File: src/rtl/hazard_scoreboard.sv
// hazard_scoreboard
//   Tracks destination registers of in-flight long-latency ops (variable
//   latency loads, mul/div) from issue in ID until their writeback, and
//   raises Stall for the ID stage on load-use, RAW-on-pending, WAW-on-pending
//   and capacity conflicts.
//
// Ports
//   clk, rst_n        : rising-edge clock, asynchronous active-low reset
//   ID_*              : decoded fields of the instruction currently in ID
//   EX_MemRead, EX_Rd : load in EX and its destination (load-use check)
//   Flush             : ID instruction is being discarded this cycle
//   WB_Done, WB_DoneRd: long op completing this cycle and its register
//   Stall             : hold PC/IF-ID, insert ID/EX bubble (combinational)
//   Pending           : per-register pending-write bits, bit 0 always 0
//   OutstandingCount  : population count of Pending
//   Full              : OutstandingCount == MAX_OUTSTANDING (registered)
//   ErrSpurious       : sticky, a completion hit x0 or a non-pending register
module hazard_scoreboard #(
  parameter int MAX_OUTSTANDING = 4,
  localparam int CNT_W = $clog2(MAX_OUTSTANDING + 1)
) (
  input  logic             clk,
  input  logic             rst_n,
  input  logic             ID_Valid,
  input  logic [4:0]       ID_Rs1,
  input  logic [4:0]       ID_Rs2,
  input  logic             ID_UsesRs1,
  input  logic             ID_UsesRs2,
  input  logic [4:0]       ID_Rd,
  input  logic             ID_RegWrite,
  input  logic             ID_LongOp,
  input  logic             EX_MemRead,
  input  logic [4:0]       EX_Rd,
  input  logic             Flush,
  input  logic             WB_Done,
  input  logic [4:0]       WB_DoneRd,
  output logic             Stall,
  output logic [31:0]      Pending,
  output logic [CNT_W-1:0] OutstandingCount,
  output logic             Full,
  output logic             ErrSpurious
);

  logic [31:0]      pending_q;
  logic [CNT_W-1:0] count_q;
  logic             full_q;
  logic             err_q;

  logic             load_use;
  logic             raw_hit;
  logic             waw_hit;
  logic             cap_hit;
  logic             issue;
  logic             done;
  logic             spurious;
  logic [31:0]      pending_nxt;
  logic [CNT_W-1:0] count_nxt;

  // Hazard detection: uses only registered Pending/Full, so a completion
  // in this cycle releases its dependants one cycle later.
  always_comb begin
    load_use = EX_MemRead && (EX_Rd != 5'd0) &&
               ((ID_UsesRs1 && (EX_Rd == ID_Rs1)) ||
                (ID_UsesRs2 && (EX_Rd == ID_Rs2)));
    raw_hit  = (ID_UsesRs1 && pending_q[ID_Rs1]) ||
               (ID_UsesRs2 && pending_q[ID_Rs2]);
    waw_hit  = ID_RegWrite && pending_q[ID_Rd];
    cap_hit  = ID_LongOp && ID_RegWrite && (ID_Rd != 5'd0) && full_q;
    Stall    = ID_Valid && (load_use || raw_hit || waw_hit || cap_hit);
  end

  // Issue/complete events. Issue and done never name the same register:
  // a pending Rd always stalls via the WAW check.
  always_comb begin
    issue    = ID_Valid && !Stall && !Flush && ID_LongOp && ID_RegWrite &&
               (ID_Rd != 5'd0);
    done     = WB_Done && (WB_DoneRd != 5'd0) && pending_q[WB_DoneRd];
    spurious = WB_Done && !done;

    pending_nxt = pending_q;
    if (issue) pending_nxt[ID_Rd] = 1'b1;
    if (done)  pending_nxt[WB_DoneRd] = 1'b0;
    pending_nxt[0] = 1'b0;

    count_nxt = count_q + CNT_W'(issue) - CNT_W'(done);
  end

  // State registers
  always_ff @(posedge clk or negedge rst_n) begin
    if (!rst_n) begin
      pending_q <= '0;
      count_q   <= '0;
      full_q    <= 1'b0;
      err_q     <= 1'b0;
    end else begin
      pending_q <= pending_nxt;
      count_q   <= count_nxt;
      full_q    <= (count_nxt == CNT_W'(MAX_OUTSTANDING));
      if (spurious) err_q <= 1'b1;
    end
  end

  assign Pending          = pending_q;
  assign OutstandingCount = count_q;
  assign Full             = full_q;
  assign ErrSpurious      = err_q;

endmodule

File: config.mk
export PLATFORM = sky130hd
export DESIGN_NAME = hazard_scoreboard
export DESIGN_NICKNAME = d
export VERILOG_FILES = /design/src/rtl/hazard_scoreboard.sv
export SDC_FILE = /design/constraint.sdc
export NUM_CORES = 1
export LEC_CHECK = 0
export ABC_AREA = 1
export CORE_ASPECT_RATIO = 2
export CORE_MARGIN = 3
export CORE_UTILIZATION = 55
export CTS_BUF_LIST = sky130_fd_sc_hd__clkbuf_4
export DETAILED_ROUTE_END_ITERATION = 7
export PLACE_DENSITY = 0.86
export SLEW_MARGIN = 20
export SYNTH_ARGS = -nofsm -noshare
export SYNTH_HDL_FRONTEND = slang
export SYNTH_SLANG_ARGS = --single-unit
File: constraint.sdc
create_clock -name clk -period 6.45 [get_ports clk]
set_clock_uncertainty 0.1 [all_clocks]
set_input_delay 1.29 -clock clk [delete_from_list [all_inputs] [get_ports clk]]
set_output_delay 1.29 -clock clk [all_outputs]
set_load 0.02 [all_outputs]
==> results.toml <==
[cts]
clockBufferDepth = 2
ctsHoldBuffers = 0
numClockSinks = 36
cts_root_buf = "clkbuf_4"
ctsResizeCount = 0
clkTransAtPathRegs_ps = 120
cts_setup_buffers = 0
clock_latency_ps = 370
cts_tree = "built"
htree_levels = 2
numCtsBuffers = 5

[route]
initialDrtViolationCount = 549
vias = 4354
antenna_left = 0
viasPerCell = 6.20
dr.pass1.iters = 5
routed_wl_um = 13200
drc = 0
post_drt_wl_per_cell_um = 18.8

[critical_path]
crit_path_start_kind = "input port"
cp_max_fo = 19
reg2reg_depth = 22
startpoint = "ID_Rd[0]"
cp.required_ps = 5060
arrival_ps = 4240
crit_end = "Stall"
r2r_setup_slack_ps = 2960
worstSetupPathType = "input port to output port"
reg2reg_from = "Pending[9]"
endpoint_kind = "output port"
r2r-end = "Full"

[global_routing]
antenna_found_initial = 0
grt_pass1_vias = 4164
grt-ovfl-total = 0
grt_max_degree = 37
grt_pass1_wl_um = 20900
grt_usage = 0.396

[cells_and_area]
nets = 678
n_fill_cell = 545
drive_gt1_frac = 0.0343
n_antenna_cell = 0
synthToLayoutAreaGrowth_pct = 21.8

[power]
power_density_nw_per_um2 = 262
p_leak_uw = 0.00198
peakVddDrop_mv = 0.213
finalPower_uw = 1080

[yosys]
ys_types = 28
yosys-top-cells-area = "dfrtp_1 (27%), nand2_1 (17%), nor2_1 (8.9%)"
yosys.area.top_type = "dfrtp_1"
syn_inst = 582
synth-seq-cells = 36
ys_warn_count = 0
netlist.area_leader.share = 0.265
netlist_area_sq_um = 3400
syn_area_per_cell_sq_um = 5.84
syn_nets = 620
ys_seq_area_frac = 0.265

[placement]
place.gp.congestion = 1.06
hpwl_um = 9820
io_buffer_count = 71

[sta]
period_needed_ps = 5630
finalCritPeriodShare = 0.873
tightestPinTransition_ps = 873
fin_setup_tns_ps = 0
fmax_mhz = 178
setup_viol_count_final = 0
timing.slew.headroom = 0.418
maxSlewViolCount = 0
finalHoldViolations = 0
rsz0062_at_grt = "false"

[die]
pin_count = 73
placementRows = 39
core_area_sq_um = 5860
start_util = 0.580
die-area_sq_um = 7210
die_h_um = 117
die_w_um = 61.6

[status]
status = "completed"

[flow_run]
max_cap_viol_count = 0

[worst_hold_path]
hp-class = "flop to flop"
cell usage after synthesis:
cell,number
clkbuf_1,2
o211ai_1,1
ha_1,2
o22ai_1,8
nor2_8,1
o21ai_1,3
fa_1,1
buf_4,2
conb_1,1
nand2_1,151
nand2_4,1
inv_4,1
nand2_2,2
a21boi_1,1
dfrtp_1,36
buf_2,16
buf_6,5
inv_1,77
inv_2,2
a31o_2,1
nand3_1,45
clkinv_1,1
o21ai_0,39
a21oi_1,48
nor3_1,19
nor2_1,81
xnor2_1,2
nand4_1,33
cell type report:
class                           count  area [sq um]  share of cell area
Clock buffer                        6          45.0              0.0109
Clock inverter                      2          35.0             0.00846
Inverter                           81           307              0.0741
Multi-Input combinational cell    440          2030               0.491
Sequential cell                    36           901               0.218
Tap cell                           61          76.3              0.0184
Timing Repair Buffer               76           743               0.180
layout by cell type, fill, tap and decap left out, types with 2 or more instances in the layout:
cell type	synthesis	layout
nor3_1	19	19
nand2_2	2	2
nor2_1	81	81
clkdlybuf4s50_1	0	70
inv_1	77	77
o22ai_1	8	8
a21oi_1	48	48
xnor2_1	2	2
nand4_1	33	33
nand2_1	151	151
nand3_1	45	45
buf_4	2	5
inv_2	2	2
clkbuf_4	0	6
o21ai_1	3	3
ha_1	2	2
dfrtp_1	36	36
o21ai_0	39	39
power by group:
group	switching (uW)	internal, uW
clock network	81.4	85.4
logic	326	220
registers	84.7	287
logic make-up after synthesis:
kind of cell	count (synthesis)	synth area share
flops	36	0.265
fa+ha+maj	3	0.0133
buf+inv	106	0.137
other cells	1	0.00110
simple gates	333	0.424
compound gates	101	0.154
xor+xnor	2	0.00516
per-layer routing:
layer,vias up,routed length (um),GRT usage
li1,2019,-,-
met2,320,6520,0.624
met3,86,1310,0.0999
met1,1929,4350,0.446
met5,-,0,0
met4,0,998,0.286
how the worst min path moves through the flow:
| stage | startpoint | endpoint | slack [ps] | cells after the start |
|---|---|---|---|---|
| after global routing | ErrSpurious | ErrSpurious | 410 | 1 |
| after detailed placement | ErrSpurious | ErrSpurious | 360 | 1 |
| after global placement | ErrSpurious | ErrSpurious | 360 | 1 |
| after CTS | ErrSpurious | ErrSpurious | 390 | 1 |
| after floorplan | ErrSpurious | ErrSpurious | 490 | 1 |
| final | ErrSpurious | ErrSpurious | 390 | 1 |
metrics by stage:
stage	hold WS (ps)	utilization	cell area (sq um)	std cells	setup WS [ps]
4_1_cts	391	0.707	4140	702	830
5_1_grt	405	0.707	4140	702	638
3_5_place_dp	358	0.693	4060	694	836
2_1_floorplan	491	-	3400	582	2420
3_3_place_gp	362	0.693	4060	694	886
6_report	390	0.707	4140	702	821
sequential cells by signal, summed over array words and instances, names as in the netlist:
signal            count
ErrSpurious           1
Full                  1
OutstandingCount      3
Pending              31
worst max-delay path: stages:
cell and delay (ps):
clkdlybuf4s50_1 1030, inv_4 230, nand2_1 120, nand2_1 80, nand2_1 60, nand2_1 50, nand2_1 50, nand2_1 50
nor2_1 120, nand2_1 80, nand2_1 80, nand2_2 100, nor2_8 120, nand2_1 90, nand2_1 80, inv_1 50
clkdlybuf4s50_1 530
(Power assumes the default switching activity.)
